$ cat src/rtl/mux_rr_arbiter_pkg.sv
// rtl/mux_rr_arbiter_pkg.sv - shared constants, state encoding and round-robin pick helper
package mux_rr_arbiter_pkg;

  localparam int NREQ = 4;
  localparam int SELW = 2;

  typedef enum logic {
    IDLE  = 1'b0,
    GRANT = 1'b1
  } state_e;

  // First requesting index strictly after last, wrapping; lowest distance wins.
  function automatic logic [SELW-1:0] rr_pick(input logic [NREQ-1:0] req,
                                              input logic [SELW-1:0] last);
    logic [SELW-1:0] idx;
    rr_pick = last;
    for (int k = NREQ; k >= 1; k--) begin
      idx = last + SELW'(k);
      if (req[idx]) rr_pick = idx;
    end
  endfunction

endpackage

$ cat src/rtl/mux_rr_arbiter_mux.sv
// rtl/mux_rr_arbiter_mux.sv - shared 4-bit 4:1 data mux
module mux (
  input  logic [3:0] d0,
  input  logic [3:0] d1,
  input  logic [3:0] d2,
  input  logic [3:0] d3,
  input  logic [1:0] sel,
  output logic [3:0] y
);

  always_comb begin
    y = d0;
    case (sel)
      2'd0: y = d0;
      2'd1: y = d1;
      2'd2: y = d2;
      2'd3: y = d3;
      default: y = d0;
    endcase
  end

endmodule

$ cat src/rtl/mux_rr_arbiter.sv
// rtl/mux_rr_arbiter.sv - round-robin arbiter owning a shared 4-bit channel with hold limit
module mux_rr_arbiter
  import mux_rr_arbiter_pkg::*;
#(
  parameter int MAX_HOLD = 4,
  parameter int DW       = 4
) (
  input  logic            clk,
  input  logic            rst,
  input  logic [NREQ-1:0] req,
  input  logic [DW-1:0]   d0,
  input  logic [DW-1:0]   d1,
  input  logic [DW-1:0]   d2,
  input  logic [DW-1:0]   d3,
  input  logic            out_ready,
  output logic [DW-1:0]   out_data,
  output logic            out_valid,
  output logic [NREQ-1:0] gnt,
  output logic [SELW-1:0] sel
);

  state_e          state_q, state_d;
  logic [SELW-1:0] sel_q, sel_d;
  logic [SELW-1:0] last_q, last_d;
  logic [NREQ-1:0] gnt_q, gnt_d;
  logic [3:0]      hold_cnt_q, hold_cnt_d;
  logic [3:0]      hold_inc;
  logic [SELW-1:0] pick;
  logic            xfer;

  always_ff @(posedge clk) begin
    if (rst) begin
      state_q    <= IDLE;
      sel_q      <= '0;
      last_q     <= SELW'(NREQ - 1);
      gnt_q      <= '0;
      hold_cnt_q <= '0;
    end else begin
      state_q    <= state_d;
      sel_q      <= sel_d;
      last_q     <= last_d;
      gnt_q      <= gnt_d;
      hold_cnt_q <= hold_cnt_d;
    end
  end

  assign pick     = rr_pick(req, last_q);
  assign hold_inc = hold_cnt_q + 4'd1;

  always_comb begin
    state_d    = state_q;
    sel_d      = sel_q;
    last_d     = last_q;
    gnt_d      = gnt_q;
    hold_cnt_d = hold_cnt_q;
    case (state_q)
      IDLE: begin
        gnt_d = '0;
        if (req != '0) begin
          state_d    = GRANT;
          sel_d      = pick;
          last_d     = pick;
          gnt_d      = NREQ'(1) << pick;
          hold_cnt_d = '0;
        end
      end
      GRANT: begin
        // Withdrawal takes priority; a withdrawn owner cannot be transferring.
        if (!req[sel_q]) begin
          state_d = IDLE;
          gnt_d   = '0;
        end else if (xfer) begin
          hold_cnt_d = hold_inc;
          if (hold_inc == 4'(MAX_HOLD)) begin
            state_d = IDLE;
            gnt_d   = '0;
          end
        end
      end
      default: begin
        state_d = IDLE;
        gnt_d   = '0;
      end
    endcase
  end

  always_comb begin
    out_valid = !rst && (state_q == GRANT) && req[sel_q];
    xfer      = out_valid && out_ready;
    gnt       = gnt_q;
    sel       = sel_q;
  end

  mux u_mux (
    .d0  (d0),
    .d1  (d1),
    .d2  (d2),
    .d3  (d3),
    .sel (sel_q),
    .y   (out_data)
  );

endmodule

$ cat config.mk
export PLATFORM = sky130hd
export DESIGN_NAME = mux_rr_arbiter
export DESIGN_NICKNAME = d
export VERILOG_FILES = /design/src/rtl/mux_rr_arbiter_pkg.sv /design/src/rtl/mux_rr_arbiter_mux.sv /design/src/rtl/mux_rr_arbiter.sv
export SDC_FILE = /design/constraint.sdc
export NUM_CORES = 1
export LEC_CHECK = 0
export BUFFER_PORTS_ARGS = -buffer_cell sky130_fd_sc_hd__clkbuf_2
export CORE_UTILIZATION = 51
export DETAILED_ROUTE_END_ITERATION = 8
export GPL_TIMING_DRIVEN = 0
export PLACE_DENSITY_LB_ADDON = 0.05
export SYNTH_ARGS = -nofsm -noshare
export SYNTH_HDL_FRONTEND = slang
export SYNTH_SLANG_ARGS = --single-unit
$ cat constraint.sdc
create_clock -name clk -period 2.87 [get_ports clk]
set_input_delay 0.1435 -clock clk [delete_from_list [all_inputs] [get_ports clk]]
set_output_delay 0.1435 -clock clk [all_outputs]
set_load 0.1 [all_outputs]
==> results.json <==
{
  "status": "finished with violations",
  "failed_checks": "design-rule violations",
  "start_util_pct": 56.7,
  "dieHeight_um": 43.6,
  "cts_setup_buffers": 0,
  "clkSinkCount": 13,
  "tritoncts": "done",
  "port_buffers": 33,
  "cp_top_family": "buffers and inverters",
  "r2r_end": "hold_cnt_q[2]$_SDFFE_PP0P_",
  "wl_met2_um": 1100,
  "fp-row-count": 14,
  "die_area_um2": 1900,
  "vias": 834,
  "crit_chain": "buf_6 > mux2i_4 > o32ai_4 > clkbuf_2",
  "gp_congestion": 0.796,
  "timing.final.ws_setup_ns": 0.952,
  "hold_depth": 3,
  "die_w_um": 43.6,
  "yosys-top-cells-area": "dfxtp_1, mux4_2, mux2i_4",
  "cts.repair.resized": 0,
  "setup_viol": 0,
  "pwr-share-seq_pct": 30.6,
  "multi_input_area_um2": 587,
  "wl_per_cell_um": 14.6,
  "clock_path_buffers": 2,
  "path_class": "reg2out",
  "swShare_pct": 50.7,
  "critPathSlowestCell": "clkbuf_2",
  "grt_first_pass_wirelength_um": 3270,
  "timing.fmax_ghz": 0.521,
  "slowest_delay_ns": 0.51,
  "synthArstFlopShare_pct": 0,
  "cp_num_buf_inv": 2,
  "drive_above_1_share_pct": 41.9,
  "hpwl_um": 1660,
  "syn_avg_cell_area_um2": 10.2,
  "grt_use_total_pct": 23.5,
  "viasPerCell": 5.96,
  "root_buffer": "clkbuf_4",
  "power_density_nw_per_um2": 661,
  "grt_antenna_before_repair": 0,
  "synth_most_common_cell": "dfxtp_1",
  "crit_path_start_kind": "flop",
  "synth_edf_count": 0,
  "worst_pin_slew_ns": 0.545,
  "hold_viol_final": 0,
  "irDropWorstVdd_uv": 420,
  "skew_ns": 0.00264,
  "drt_wl_total_um": 2040,
  "fill_cells": 132,
  "reg2regPathDepth": 5,
  "reg2reg_from": "sel[1]$_SDFFE_PP0P_",
  "hp-start": "out_ready",
  "fin_setup_tns_ns": 0,
  "grt_overflow": 0,
  "synth_top_cell_by_area": "dfxtp_1",
  "netlist_area_um2": 883,
  "crit_required_ns": 2.73,
  "hold_buffers": 0,
  "p_clk_share_pct": 15.4,
  "maxCapViolCount": 0,
  "cts-buffers-inserted": 3,
  "critPathArrivalTime_ns": 1.77,
  "r2r_setup_slack_ns": 1.38,
  "rsz0062_at_grt": "no",
  "wirelength_met1_um": 824,
  "ys_seq_area_share_pct": 29.5,
  "hold_path_class": "in2reg",
  "pwr-share-comb_pct": 54.0,
  "synth_top_area_share_pct": 29.5,
  "drc": 2,
  "finalCritPeriodShare_pct": 66.8,
  "syn_nets": 112,
  "clkLatencyLatePin_ns": 0.27,
  "dr_wl_met3_um": 102,
  "antenna-diode-count": 0,
  "final-seq-area_um2": 260,
  "dr.pass1.iters": 6,
  "drv_slew": 0,
  "htreeDepth": 1,
  "slew_headroom_pct": 63.8,
  "power.internal_mw": 0.357,
  "first_iter_violations": 25,
  "place_ws_ns": 1.25,
  "critPathCaptureType": "output pin",
  "synth_cells": 87,
  "min_to": "hold_cnt_q[2]$_SDFFE_PP0P_",
  "ant_nets": 0,
  "synth_warnings": 0,
  "cts.reportedPaths.clkPinSlew_ns": 0.08,
  "synth-seq-cells": 13,
  "nets": 150,
  "grt_max_degree": 11,
  "top_layer": "met4",
  "p_total_mw": 0.724,
  "power_switching_mw": 0.368,
  "synth.distinct_cells": 40,
  "grt_pass1_vias": 783,
  "p_leak_nw": 0.483,
  "synthFlopType": "dfxtp_1",
  "areaGrowthSynthToFinish_pct": 24.1,
  "worstPathMaxFanout": 7,
  "core_um2": 1560,
  "io_pins": 34,
  "synthTopCellsByCount": "dfxtp_1, nor2_1",
  "fin_crit_ns": 1.92
}
[worst max-delay path by stage]
stage | startpoint | endpoint | slack, ns | cells after the start
2_1_floorplan | sel[1]$_SDFFE_PP0P_ | gnt[0]$_SDFFE_PP0P_ | 0.24 | 5
3_3_place_gp | sel[1]$_SDFFE_PP0P_ | out_valid | 1.27 | 4
3_5_place_dp | sel[1]$_SDFFE_PP0P_ | out_valid | 1.25 | 4
4_1_cts | sel[1]$_SDFFE_PP0P_ | out_valid | 0.94 | 4
5_1_grt | sel[0]$_SDFFE_PP0P_ | out_valid | 0.88 | 4
6_report | sel[1]$_SDFFE_PP0P_ | out_valid | 0.95 | 4
[power groups by stage]
stage	Combinational (mW)	Sequential, mW	Clock (mW)
floorplan	0.242	0.306	0
global route	0.409	0.225	0.128
detailed placement	0.391	0.226	0
finish	0.391	0.222	0.112
global placement	0.387	0.223	0
CTS	0.392	0.221	0.119
[final cells by class]
| class | count | share of cell area, % |
|---|---|---|
| multi-input cells | 67 | 53.5 |
| flip-flops and latches | 13 | 23.7 |
| repair buffers | 33 | 15.1 |
| clock buffers | 3 | 2.05 |
| plain buffers | 3 | 1.94 |
| well taps | 16 | 1.83 |
| inverters | 4 | 1.37 |
| clock inverters | 1 | 0.457 |
[worst reg2reg max path, delay by kind of cell, from the launching register on]
family,cells,cell delay [ns]
mux,2,0.62
compound gates,1,0.13
simple gates,1,0.10
buf+inv,1,0.17
flops,1,0.37
[cells in the final DEF (no fill, tap or decap), drive strengths merged, types with 3 or more instances in the layout]
cell	instances
clkbuf	36
dfxtp	13
nor2	6
o21ai	6
mux4	4
nor2b	4
inv	4
nand2	3
nand3	3
buf	3
o32ai	3
mux2	3
[flip-flops by register name, summed over array words and instances (netlist names)]
signal	cells
gnt	4
hold_cnt_q	4
last_q	2
sel	2
state_q	1
[cell families after synthesis]
| group | share of synthesized area [%] |
|---|---|
| DFF | 29.5 |
| and+or+nand+nor | 20.4 |
| buffers and inverters | 4.11 |
| AOI/OAI and AO/OA | 21.1 |
| adders and majority gates | 2.83 |
| xor gates and xnor gates | 2.98 |
| muxes | 19.1 |
[stage by stage]
step	area (µm²)	utilization (%)	instances	hold WS, ns
floorplan	883	-	87	0.358
global placement	1070	68.5	136	0.444
detailed placement	1070	68.5	136	0.455
CTS	1100	70.3	140	0.222
global route	1100	70.3	140	0.248
finish	1100	70.3	140	0.226
[routing by layer]
metal  track usage, %  vias to the layer above
li1                 -                      410
met1             28.1                      397
met2             39.7                       25
met3             3.75                        2
met4             13.1                        0
met5                0                        -
Note: power is estimated with default switching activity, not from simulation.
